## src/rtl/r2otf_convert.sv

```systemverilog
// r2otf_convert: radix-2 on-the-fly converter from an MSDF signed-digit stream
// to an (N+1)-bit two's-complement value using the Q/QM concatenation recurrence.
// Optional macro R2OTF_ERR_EN builds the sticky illegal-digit (2'b10) detector;
// without it err is tied low.
module r2otf_convert #(
    parameter int N  = 8,
    parameter int CW = $clog2(N + 1)
) (
    input  logic         clk,
    input  logic         reset,
    input  logic [1:0]   d_in,
    input  logic         valid_in,
    input  logic         start,
    output logic         busy,
    output logic [N:0]   result,
    output logic         out_valid,
    output logic         err
);

    logic [N:0]    q;
    logic [N:0]    qm;
    logic [CW-1:0] count;
    logic [N:0]    base_q;
    logic [N:0]    base_qm;
    logic [N:0]    q_next;
    logic [N:0]    qm_next;
    logic          pos;
    logic          neg;
    logic          cont;
    logic          done;

    // Digit decode and one step of the recurrence; a start (or idle) step begins from Q=0/QM=-1.
    always_comb begin
        pos     = d_in == 2'b01;
        neg     = d_in == 2'b11;
        cont    = busy && !start;
        done    = valid_in && cont && count == CW'(N - 1);
        base_q  = cont ? q : '0;
        base_qm = cont ? qm : '1;
        q_next  = pos ? {base_q[N-1:0], 1'b1} : neg ? {base_qm[N-1:0], 1'b1} : {base_q[N-1:0], 1'b0};
        qm_next = pos ? {base_q[N-1:0], 1'b0} : neg ? {base_qm[N-1:0], 1'b0} : {base_qm[N-1:0], 1'b1};
    end

    // Q/QM, digit counter and busy: load on start, advance on each digit, clear on completion.
    always_ff @(posedge clk or posedge reset) begin
        if (reset) begin
            q     <= '0;
            qm    <= '1;
            count <= '0;
            busy  <= 1'b0;
        end else if (valid_in && (start || busy)) begin
            if (done) begin
                q     <= '0;
                qm    <= '1;
                count <= '0;
                busy  <= 1'b0;
            end else begin
                q     <= q_next;
                qm    <= qm_next;
                count <= start ? CW'(1) : count + CW'(1);
                busy  <= 1'b1;
            end
        end
    end

    // Result capture on the completing digit, with a one-cycle out_valid pulse after it.
    always_ff @(posedge clk or posedge reset) begin
        if (reset) begin
            result    <= '0;
            out_valid <= 1'b0;
        end else begin
            out_valid <= done;
            if (done) result <= q_next;
        end
    end

`ifdef R2OTF_ERR_EN
    // Sticky flag for any accepted illegal digit encoding.
    always_ff @(posedge clk or posedge reset) begin
        if (reset) err <= 1'b0;
        else if (valid_in && d_in == 2'b10) err <= 1'b1;
    end
`else
    assign err = 1'b0;
`endif

endmodule

```

## config.mk

```make
export PLATFORM = sky130hd
export DESIGN_NAME = r2otf_convert
export DESIGN_NICKNAME = d
export VERILOG_FILES = /design/src/rtl/r2otf_convert.sv
export SDC_FILE = /design/constraint.sdc
export NUM_CORES = 1
export LEC_CHECK = 0
export ABC_AREA = 1
export BUFFER_PORTS_ARGS = -buffer_cell sky130_fd_sc_hd__buf_2
export CORE_MARGIN = 4
export CORE_UTILIZATION = 50
export CTS_BUF_LIST = sky130_fd_sc_hd__clkbuf_8
export CTS_CLUSTER_SIZE = 30
export DETAILED_ROUTE_END_ITERATION = 7
export HOLD_SLACK_MARGIN = 0.03
export MAX_ROUTING_LAYER = met4
export PLACE_DENSITY = 0.67
export SKIP_LAST_GASP = 1
export SLEW_MARGIN = 20
export SYNTH_ARGS = -nofsm -noshare
export SYNTH_HDL_FRONTEND = slang
export SYNTH_SLANG_ARGS = --single-unit
```

## constraint.sdc

```tcl
create_clock -name clk -period 2.2 [get_ports clk]
set_input_delay 0.33 -clock clk [delete_from_list [all_inputs] [get_ports clk]]
set_output_delay 0.33 -clock clk [all_outputs]
set_load 0.01 [all_outputs]
```

==> Word-level counts from Yosys, hierarchy flattened <==
Cells that the tools add are included.
{ "totals": {"regBits": 31, "word_cells": 27, "mem_count": 0, "rom_bits": 0, "latch_bits": 0, "output_inout_bits": 12, "ram_bits": 0, "in_bits": 6} }
{ "classes": {"n_addsub": 1, "bitwise": 0, "reduce_logical": 6, "n_shift": 0, "mul": 0, "magnitude_cmp": 0, "mux": 11, "div": 0, "eq_ne": 3} }
{ "op_table": {"columns": ["operator", "n"], "rows": [
  ["2-to-1 mux 8 bit", 5],
  ["2-to-1 mux 9 bit", 2],
  ["2-to-1 mux 4 bit", 2],
  ["adder 4 x 1 -> 4 bit (second input constant)", 1],
  ["equality test 4 x 3 -> 1 bit (second input constant)", 1],
  ["logical AND 1 bit", 4],
  ["equality test 2 x 1 -> 1 bit (second input constant)", 1],
  ["equality test 2 bit (second input constant)", 1],
  ["2-to-1 mux 1 bit", 2],
  ["logical NOT 1 bit", 1],
  ["logical OR 1 bit", 1]
]} }

==> Longest topological paths before layout <==
{ "logic_depth": {"depth_word": 6, "depth_mapped": 8} }

==> Worst setup path before layout <==
Ideal clock, no wire load.
{ "synth_timing": {"path_kind": "register to register", "start": "register count[0]", "end": "register q[1]", "arrival_ns": 1.172, "path_buffers": 1, "setup_time_ns": 0.116, "synth_period_minus_slack_ns": 1.288, "slack_ns": 0.912, "stages_incl_launch_ff": 8, "cell_sequence": "dfrtp_1 > ha_1 > nand3_1 > nor2_8 > nor2_4 > buf_6 > nand2_1 > nand2_1"} }
{ "synth_between": {"elab_chain_len": 3} }
{ "synth_lines": {"columns": ["item", "line_no", "text"], "rows": [
  ["start, declared", "22", "logic [CW-1:0] count;"],
  ["start signal, assigned", "60", "count <= start ? CW'(1) : count + CW'(1);"],
  ["equality test 4 x 3 -> 1 bit", "37", "done = valid_in && cont && count == CW'(N - 1);"],
  ["logical AND 1 bit", "37", null],
  ["named net done", "30", "logic done;"],
  ["2-to-1 mux 8 bit", "52", "if (done) begin"],
  ["end signal, assigned", "58", "q <= q_next;"],
  ["end, declared", "20", "logic [N:0] q;"]
]} }
The timed path passes the listed nets, and every way through them passes these cells.
A chain may end at the register's enable or synchronous reset.

==> Final worst setup path <==
{ "layout_timing": {"start": "register busy", "end": "register q[2]"} }
{ "layout_between": {"elab_chain_len": 5, "word_cells_on_any_way": 10, "classes_between": "mux: 5; reduce/logical: 5"} }
{ "layout_lines": {"columns": ["item", "line_no", "text"], "rows": [
  ["start, declared", "14", "output logic busy,"],
  ["start signal, assigned", "50", "busy <= 1'b0;"],
  ["start signal, assigned", "56", "busy <= 1'b0;"],
  ["start signal, assigned", "61", "busy <= 1'b1;"],
  ["logical AND 1 bit", "36", "cont = busy && !start;"],
  ["2-to-1 mux 8 bit (on tied branches)", "38, 39", null],
  ["2-to-1 mux 9 bit (2 in a row)", "40", "q_next = pos ? {base_q[N-1:0], 1'b1} : neg ? {base_qm[N-1:0], 1'b1} : {base_q[N-1:0], 1'b0};"],
  ["2-to-1 mux 8 bit", "52", null]
]} }
Parallel ways exist; a longest one is shown, timed or not.

==> results.json <==
{
  "synth_fp_nets": 211,
  "crit_slowest_cell": "dfrtp_1",
  "place_area_um2": 1710,
  "gr-total-overflow": 0,
  "r2r-start": "busy$_DFFE_PP0P_",
  "drive_gt1_share_pct": 19.1,
  "synth_compound_area_share_pct": 6.65,
  "die_width_um": 64.6,
  "synth_area_leader_cell": "dfrtp_1",
  "netlist_instances": 204,
  "synth_top_family_by_area": "simple AND/OR/NAND/NOR gates",
  "grt_pass1_vias": 1384,
  "power.internal_mw": 1.03,
  "ys_top_cells_by_area": "dfrtp_1 (36%), nand2_1 (20%), dfstp_2 (13%), nand3_1 (5.6%), nor2_1 (4.2%)",
  "clk_pin_slew_worst_paths_ns": 0.06,
  "synthMuxAreaShare_pct": 0,
  "critPathKind": "flop to flop",
  "io_pins": 18,
  "finalSetupViolations": 0,
  "n_fill_cell": 298,
  "start_kind": "flop",
  "design_area_um2": 1810,
  "clkPwrFrac_pct": 33.2,
  "post-dp-hpwl_mm": 2.58,
  "cp.arrival_ns": 1.66,
  "r2r_cells": 8,
  "peakVddDrop_mv": 0.552,
  "synth_top_area_share_pct": 36.0,
  "syn2layout_area_growth_pct": 13.1,
  "dp.cells": 261,
  "drv_cap": 0,
  "synth_fa_ha_area_share_pct": 0.782,
  "port_buffers": 16,
  "slowest_delay_ns": 0.56,
  "hold_viol": 0,
  "rrSetupSlack_ns": 0.71,
  "cpMostUsedCell": "nand2_1",
  "dieHeight_um": 64.6,
  "yosysUniqueCellTypes": 24,
  "gp_congestion": 0.883,
  "max_freq_mhz": 673,
  "min_period_ns": 1.49,
  "critical_path.cell_chain": "inv_1, nor2_4, buf_4, nand2_1, nand2_1, nand2_1, nand2_1, nand2_1",
  "synthFlopType": "dfrtp_1",
  "first_pass_iters": 4,
  "yosys_warnings": 0,
  "power_frac_seq_pct": 50.2,
  "drc": 0,
  "ys_seq_elements": 31,
  "synthSimpleGateAreaFrac_pct": 36.8,
  "timing.final.crit_share_pct": 67.5,
  "synth_area_per_cell_um2": 7.84,
  "hold_slack_ns": 0.122,
  "grt_start_max_net_pins": 32,
  "rsz0062_at_grt": "no",
  "critical-path-top-delay-family": "flip-flops",
  "crit_required_ns": 2.38,
  "antenna_cells": 0,
  "status": "finished clean",
  "grt.met3_usage_pct": 6.24,
  "finalSetupTns_ns": 0,
  "timing.rr.end": "q[2]$_DFFE_PP0P_",
  "post_cts_resize_count": 0,
  "cts_buffers": 5,
  "skew_ns": 0.00713,
  "cts_buffer_depth": 2,
  "cts_setup_buffers": 0,
  "synthXorXnorAreaFrac_pct": 0,
  "cts_tree": "done",
  "drtIter0Drc": 79,
  "ant_nets": 0,
  "core_um2": 3050,
  "wl_mm": 3.44,
  "antenna_found_initial": 0,
  "drv_slew": 0,
  "fin_cells": 269,
  "die_area_um2": 4170,
  "regArea_um2": 786,
  "end_kind": "flop",
  "yosys-top-cells-count": "nand2_1 (85), dfrtp_1 (23), nand3_1 (18), nor2_1 (18)",
  "p_switching_uw": 414,
  "hp-class": "input pin to asynchronous set/reset pin",
  "htree_num_levels": 2,
  "fin_nets": 231,
  "grt_pass1_wl_mm": 6.19,
  "async_flop_share_pct": 100,
  "holdBufCountCts": 0,
  "synth-edff-count": 0,
  "start_util_pct": 52.4,
  "yosysSeqAreaShare_pct": 49.1,
  "gr-max-usage-layer": "met2",
  "rows": 20,
  "insertion_delay_ns": 0.28,
  "crit_fanout": 18,
  "wl_per_cell_um": 12.8,
  "p_sw_share_pct": 28.8,
  "track_usage_pct": 19.8,
  "vias": 1349,
  "comb_power_share_pct": 16.6,
  "dp_worst_setup_slack_ns": 0.717,
  "grtUsageMet2_pct": 31.8,
  "use_met1_pct": 24.0,
  "path_buf_inv": 2,
  "via_per_inst": 5.01,
  "fin_ws_ns": 0.714,
  "cts-root-buf": "clkbuf_8",
  "powerDensity_nw_per_um2": 796,
  "yosysMostFrequentCell": "nand2_1",
  "leakage_nw": 1.00,
  "cts.sinks": 31,
  "multi_input_area_um2": 712,
  "syn_area_um2": 1600
}
==> power groups by stage <==
stage / logic [mW] / registers [mW] / clock network [mW]
2_1_floorplan: 0.180 / 0.716 / 0
3_3_place_gp: 0.235 / 0.728 / 0
3_5_place_dp: 0.240 / 0.733 / 0
4_1_cts: 0.242 / 0.723 / 0.492
5_1_grt: 0.279 / 0.733 / 0.528
6_report: 0.239 / 0.723 / 0.479
==> stage by stage <==
step	total power [mW]	utilization, %
final	1.44	59.3
after detailed placement	0.973	56.0
after CTS	1.46	59.3
after global placement	0.963	56.0
after global routing	1.54	59.3
after floorplan	0.897	-
==> worst min-delay path, stage by stage <==
cell and delay (ns):
buf_2 0.09, inv_1 0.04, buf_4 0.35
==> how the worst max path moves through the flow <==
stage,from,to,depth (start not counted)
after floorplan,count[0]$_DFFE_PP0P_,q[1]$_DFFE_PP0P_,7
after global placement,busy$_DFFE_PP0P_,result[2]$_DFFE_PP0P_,8
after detailed placement,busy$_DFFE_PP0P_,q[3]$_DFFE_PP0P_,8
after CTS,busy$_DFFE_PP0P_,q[3]$_DFFE_PP0P_,8
after global routing,busy$_DFFE_PP0P_,result[3]$_DFFE_PP0P_,8
final,busy$_DFFE_PP0P_,q[2]$_DFFE_PP0P_,8
==> cell families after synthesis <==
family	after synthesis
flip-flops	31
AND/OR/NAND/NOR	132
other	1
AO/OA/AOI/OAI	19
buffers and inverters	20
adder cells (fa/ha/maj)	1
==> final cells by class <==
class / instances / share of cell area [%]
well taps: 44 / 3.04
clock inverters: 1 / 0.207
clock buffers: 7 / 5.32
flip-flops and latches: 31 / 43.4
inverters: 14 / 3.04
repair buffers: 19 / 5.67
multi-input cells: 153 / 39.3
==> flip-flops by register name, summed over array words and instances, names as in the netlist <==
signal / count
busy: 1
out_valid: 1
qm: 8
result: 9
q: 8
count: 4
==> placed cells by master, fill, tap and decap left out, drive strengths merged <==
cell type   n
nand2      86
ha          1
dfrtp      23
inv        15
nor2       21
dfstp       8
clkbuf      7
nand4       1
a21oi       5
buf        19
conb        1
o21ai      14
nand3      20
nand3b      4
==> layer usage <==
layer | vias to the layer above | routed length [um]
met2 | 25 | 1720
met1 | 637 | 1520
li1 | 680 | -
met5 | - | 0
met4 | 0 | 43
met3 | 7 | 163
Note: power is estimated with default switching activity, not from simulation.
